[config.mk]
export PLATFORM = sky130hd
export DESIGN_NAME = minmax_scan_sequencer
export DESIGN_NICKNAME = d
export VERILOG_FILES = /design/src/rtl/minmax_scan_sequencer.sv
export SDC_FILE = /design/constraint.sdc
export NUM_CORES = 1
export LEC_CHECK = 0
export CAP_MARGIN = 10
export CELL_PAD_IN_SITES_DETAIL_PLACEMENT = 1
export CELL_PAD_IN_SITES_GLOBAL_PLACEMENT = 1
export CORE_MARGIN = 3
export CORE_UTILIZATION = 48
export CTS_CLUSTER_DIAMETER = 30
export DETAILED_ROUTE_END_ITERATION = 10
export DONT_BUFFER_PORTS = 1
export PLACE_DENSITY = 0.86
export SYNTH_ARGS = -nofsm -noshare
export SYNTH_HDL_FRONTEND = slang
export SYNTH_SLANG_ARGS = --single-unit
[constraint.sdc]
create_clock -name clk -period 2.3 [get_ports clk]
set_input_delay 0.23 -clock clk [delete_from_list [all_inputs] [get_ports clk]]
set_output_delay 0.23 -clock clk [all_outputs]
set_load 0.02 [all_outputs]
[src/rtl/minmax_scan_sequencer.sv]
// Windowed min/max scanner: accepts (base, len) jobs and streams one read address per cycle into the scan memory.
// Latency: first read 1 cycle after acceptance; result valid len+2 cycles after acceptance (1 cycle when len=0).
// Backpressure: job_ready is low outside IDLE; a result is held stable in RESULT until res_ready.
//
// Ports:
//   clk, rst                   single clock, synchronous active-high reset
//   job_valid/job_ready        job handshake; job_base/job_len are sampled at the acceptance edge
//   ADDR, mem_en, DATA         memory read port; DATA answers the previous cycle's ADDR/mem_en
//   res_valid/res_ready        result handshake
//   MAX, MIN                   result values
//   max_addr, min_addr         first-occurrence addresses of MAX and MIN
//   empty                      the job had job_len = 0
module minmax_scan_sequencer #(
    parameter int ADDR_WIDTH = 10,
    parameter int DATA_WIDTH = 8
) (
    input  logic                  clk,
    input  logic                  rst,
    input  logic                  job_valid,
    output logic                  job_ready,
    input  logic [ADDR_WIDTH-1:0] job_base,
    input  logic [ADDR_WIDTH:0]   job_len,
    output logic [ADDR_WIDTH-1:0] ADDR,
    output logic                  mem_en,
    input  logic [DATA_WIDTH-1:0] DATA,
    output logic                  res_valid,
    input  logic                  res_ready,
    output logic [DATA_WIDTH-1:0] MAX,
    output logic [DATA_WIDTH-1:0] MIN,
    output logic [ADDR_WIDTH-1:0] max_addr,
    output logic [ADDR_WIDTH-1:0] min_addr,
    output logic                  empty
);

    typedef enum logic [1:0] {
        S_IDLE,
        S_READ,
        S_DRAIN,
        S_RESULT
    } state_t;

    localparam logic [ADDR_WIDTH-1:0] ADDR_ONE = 1;
    localparam logic [ADDR_WIDTH:0]   LEN_ONE  = 1;
    localparam logic [ADDR_WIDTH:0]   LEN_ZERO = 0;

    state_t                  state;
    logic [ADDR_WIDTH:0]     remaining;

    // Fold stage: one cycle behind issue, since DATA answers last cycle's read.
    logic                    fold_vld;
    logic [ADDR_WIDTH-1:0]   fold_addr;
    logic                    fold_first;

    // Running accumulators, kept separate from the result outputs so the
    // outputs only move when the job finishes.
    logic [DATA_WIDTH-1:0]   run_max;
    logic [DATA_WIDTH-1:0]   run_min;
    logic [ADDR_WIDTH-1:0]   run_max_addr;
    logic [ADDR_WIDTH-1:0]   run_min_addr;

    logic [DATA_WIDTH-1:0]   nxt_max;
    logic [DATA_WIDTH-1:0]   nxt_min;
    logic [ADDR_WIDTH-1:0]   nxt_max_addr;
    logic [ADDR_WIDTH-1:0]   nxt_min_addr;

    // Strict comparisons so ties keep the earlier (first) address.
    always_comb begin
        nxt_max      = run_max;
        nxt_min      = run_min;
        nxt_max_addr = run_max_addr;
        nxt_min_addr = run_min_addr;
        if (fold_first) begin
            nxt_max      = DATA;
            nxt_min      = DATA;
            nxt_max_addr = fold_addr;
            nxt_min_addr = fold_addr;
        end else begin
            if (DATA > run_max) begin
                nxt_max      = DATA;
                nxt_max_addr = fold_addr;
            end
            if (DATA < run_min) begin
                nxt_min      = DATA;
                nxt_min_addr = fold_addr;
            end
        end
    end

    always_ff @(posedge clk) begin
        if (rst) begin
            state        <= S_IDLE;
            job_ready    <= 1'b1;
            mem_en       <= 1'b0;
            ADDR         <= '0;
            res_valid    <= 1'b0;
            MAX          <= '0;
            MIN          <= '0;
            max_addr     <= '0;
            min_addr     <= '0;
            empty        <= 1'b0;
            remaining    <= '0;
            fold_vld     <= 1'b0;
            fold_addr    <= '0;
            fold_first   <= 1'b0;
            run_max      <= '0;
            run_min      <= '0;
            run_max_addr <= '0;
            run_min_addr <= '0;
        end else begin
            fold_vld  <= mem_en;
            fold_addr <= ADDR;

            if (fold_vld) begin
                run_max      <= nxt_max;
                run_min      <= nxt_min;
                run_max_addr <= nxt_max_addr;
                run_min_addr <= nxt_min_addr;
                fold_first   <= 1'b0;
            end

            case (state)
                S_IDLE: begin
                    if (job_valid) begin
                        job_ready <= 1'b0;
                        if (job_len == LEN_ZERO) begin
                            state     <= S_RESULT;
                            res_valid <= 1'b1;
                            empty     <= 1'b1;
                            MAX       <= '0;
                            MIN       <= '1;
                            max_addr  <= job_base;
                            min_addr  <= job_base;
                        end else begin
                            state      <= S_READ;
                            mem_en     <= 1'b1;
                            ADDR       <= job_base;
                            remaining  <= job_len;
                            fold_first <= 1'b1;
                        end
                    end
                end

                S_READ: begin
                    if (remaining == LEN_ONE) begin
                        state  <= S_DRAIN;
                        mem_en <= 1'b0;
                    end else begin
                        // Natural ADDR_WIDTH overflow gives the wrap to 0.
                        ADDR      <= ADDR + ADDR_ONE;
                        remaining <= remaining - LEN_ONE;
                    end
                end

                S_DRAIN: begin
                    // Last word is on DATA now; publish the folded result directly.
                    state     <= S_RESULT;
                    res_valid <= 1'b1;
                    empty     <= 1'b0;
                    MAX       <= nxt_max;
                    MIN       <= nxt_min;
                    max_addr  <= nxt_max_addr;
                    min_addr  <= nxt_min_addr;
                end

                S_RESULT: begin
                    if (res_ready) begin
                        state     <= S_IDLE;
                        res_valid <= 1'b0;
                        job_ready <= 1'b1;
                    end
                end

                default: state <= S_IDLE;
            endcase
        end
    end

endmodule

==> metrics.txt <==
DR pass1 iterations=5; Arr. time, crit path=2.43 ns; number of CTS-inserted buffers=9; Leak Pwr=2.41 nW; clk buf depth=2; Via-to-Cell Ratio=6.43; Post-synth EDFFs=0; min Tclk post-route=2.20 ns; via count=4,973; die area=13,100 um^2; crit start category=register; Top Ports=83; sequential share of the synthesized area=39.4%; worst slew pin tran=0.638 ns; Final Hold Violating Endpoints=0; Total GRT Usage=27.2%; Worst-Skew Late Latency=0.36 ns; largest net degree at the start of global routing=52; Final nets=684; number of H-tree levels=3; FP Rows=38; commonest non-fill, non-tap cells in the layout=111 x dfxtp_1, 83 x nand2_1, 55 x mux2i_1; part of the cycle the worst path needs=95.6%; CTS root buf=clkbuf_16; HPWL Detailed=12.6 mm; commonest non-fill, non-tap cell in the layout=dfxtp_1; Die Ht=114 um; status=finished clean; multi-input logic area=3100 um^2; Die Span X=114 um; Setup CP Type=register to register; Routed WL per cell=22.6 um; global-route wire length before repair=28.0 mm; top cells by area, synth=dfxtp_1 39%, mux2i_1 9.8%, nand2_1 5.6%; Antenna Cells=0; max_slew headroom=57.1%; I/O Buffers=0; Required @ worst endpoint=2.53 ns; TritonCTS clock tree=done; Finish-stage setup viols=0; PD cells=1090 nW/um^2; Util after Layout=54.8%; Tot Pwr=0.00667 W; clk sinks=111; PnR worst setup slack=0.102 ns; Post-synth ARST share=0%; Yosys reg bits=111; synth warn=0; initial antenna violation count=0; Core Region=11,200 um^2; worst hold margin=0.0272 ns; placed cells=757; Syn Area/Cell=8.80 um^2; fill count=1,308; worst vdd ir=0.672 mV; final cell count without fillers=774; Synth area leader=dfxtp_1; top-area cell type share of the netlist area=39.4%; layout cells sized above 1=8.99%; Slew Limit Fails=0; Post-Place Worst Slack=0.118 ns; clk slew on worst S/H paths=0.07 ns; crit path max fanout=8; Synthesized Nets=695; critical path capture point type=register; Area Growth Syn to Fin=8.71%; Mapped Area=5630 um^2; distinct cell type count after synthesis=61; Gate Count Post-Synth=640; Starting Density=50.4%; ys flop type=dfxtp_1; register area=2220 um^2; total congestion overflow=0; Max Freq=455 MHz; hold crit path type=input port to register; WL final=17.5 mm; final setup skew=0.00701 ns; Max Cap Viol=0; Starting DRT DRC Count=345; GP Congestion=0.932; vias in the first global route=5,230; drt drc=0; ANT nets after route=0
state kept, by name (all words and copies together), names as in the netlist:
signal        cells
min_addr         10
run_min_addr     10
run_min           8
MIN               8
max_addr         10
remaining        11
state             2
empty             1
job_ready         1
res_valid         1
fold_vld          1
mem_en            1
run_max           8
run_max_addr     10
ADDR             10
fold_first        1
MAX               8
fold_addr        10
critical path, cell delays in order, from the launching register on:
cell and delay [ns]:
dfxtp_1 0.36, inv_1 0.07, ha_1 0.28, a2111o_1 0.39, a32oi_2 0.31, buf_4 0.25
mux2i_1 0.29, a211oi_1 0.11
final cells by class:
cell class / instances / area share (%)
Sequential cell: 111 / 36.3
Inverter: 31 / 1.90
Tap cell: 140 / 2.86
Multi-Input combinational cell: 452 / 50.6
Timing Repair Buffer: 24 / 3.62
Clock buffer: 14 / 4.47
Clock inverter: 2 / 0.225
kinds of logic after synthesis:
| kind of cell | share of synthesized area [%] |
|---|---|
| simple gates | 17.2 |
| flops | 39.4 |
| mux | 9.97 |
| compound gates | 22.3 |
| fa+ha+maj | 4.89 |
| xor+xnor | 0.156 |
| buf+inv | 6.06 |
cells in the mapped netlist, types with 4 or more instances:
| cell type | count |
|---|---|
| dfxtp_1 | 111 |
| nand2_1 | 84 |
| mux2i_1 | 55 |
| a21oi_1 | 45 |
| nor2_1 | 40 |
| inv_1 | 31 |
| clkbuf_1 | 29 |
| o21ai_0 | 29 |
| ha_1 | 22 |
| nor2b_1 | 17 |
| a211oi_1 | 14 |
| buf_2 | 12 |
| nor3_1 | 12 |
| a32oi_1 | 11 |
| a221o_1 | 10 |
| o221ai_1 | 10 |
| nor3b_1 | 9 |
| a311o_1 | 8 |
| o211a_1 | 8 |
| nand3_1 | 6 |
| o32ai_1 | 6 |
| nand2b_1 | 5 |
| nand4_1 | 5 |
| a31oi_1 | 4 |
| and2_1 | 4 |
| o21a_1 | 4 |
stage by stage:
| step | cell area (um^2) | TNS [ns] |
|---|---|---|
| final | 6120 | 0 |
| after global routing | 6120 | -0.0237 |
| after floorplan | 5630 | 0 |
| after detailed placement | 5790 | 0 |
| after CTS | 6100 | 0 |
| after global placement | 5780 | -2.37 |
power by group:
part | total (W) | switching, W | internal (W)
Combinational | 0.00238 | 0.00143 | 0.000941
Sequential | 0.00275 | 0.000514 | 0.00224
Clock | 0.00155 | 0.000718 | 0.000827
per-layer routing:
layer  vias to the layer above  wire (um)  global-route usage [%]
li1                       2295          -                       -
met1                      2468       7350                    34.0
met2                       172       8360                    45.6
met3                        38       1270                    7.72
met4                         0        490                    8.31
met5                         -          0                       0
timing repair:
item,4_1_cts,5_1_grt
resized for setup,0,8
hold buffers,1,0
buffers inserted,0,0
endpoints found under the hold margin,39,0
setup endpoints to repair,0,40
worst paths after layout:
kind                                      start              end  slack [ns]  cells past startpoint
worst max register to register       run_min[1]           MIN[5]        0.10                      7
worst max-delay path                 run_min[1]           MIN[5]        0.10                      7
worst min-delay path                        rst          ADDR[3]        0.03                      1
worst min register to register  run_min_addr[2]  run_min_addr[2]        0.48                      2
(Power assumes the default switching activity.)
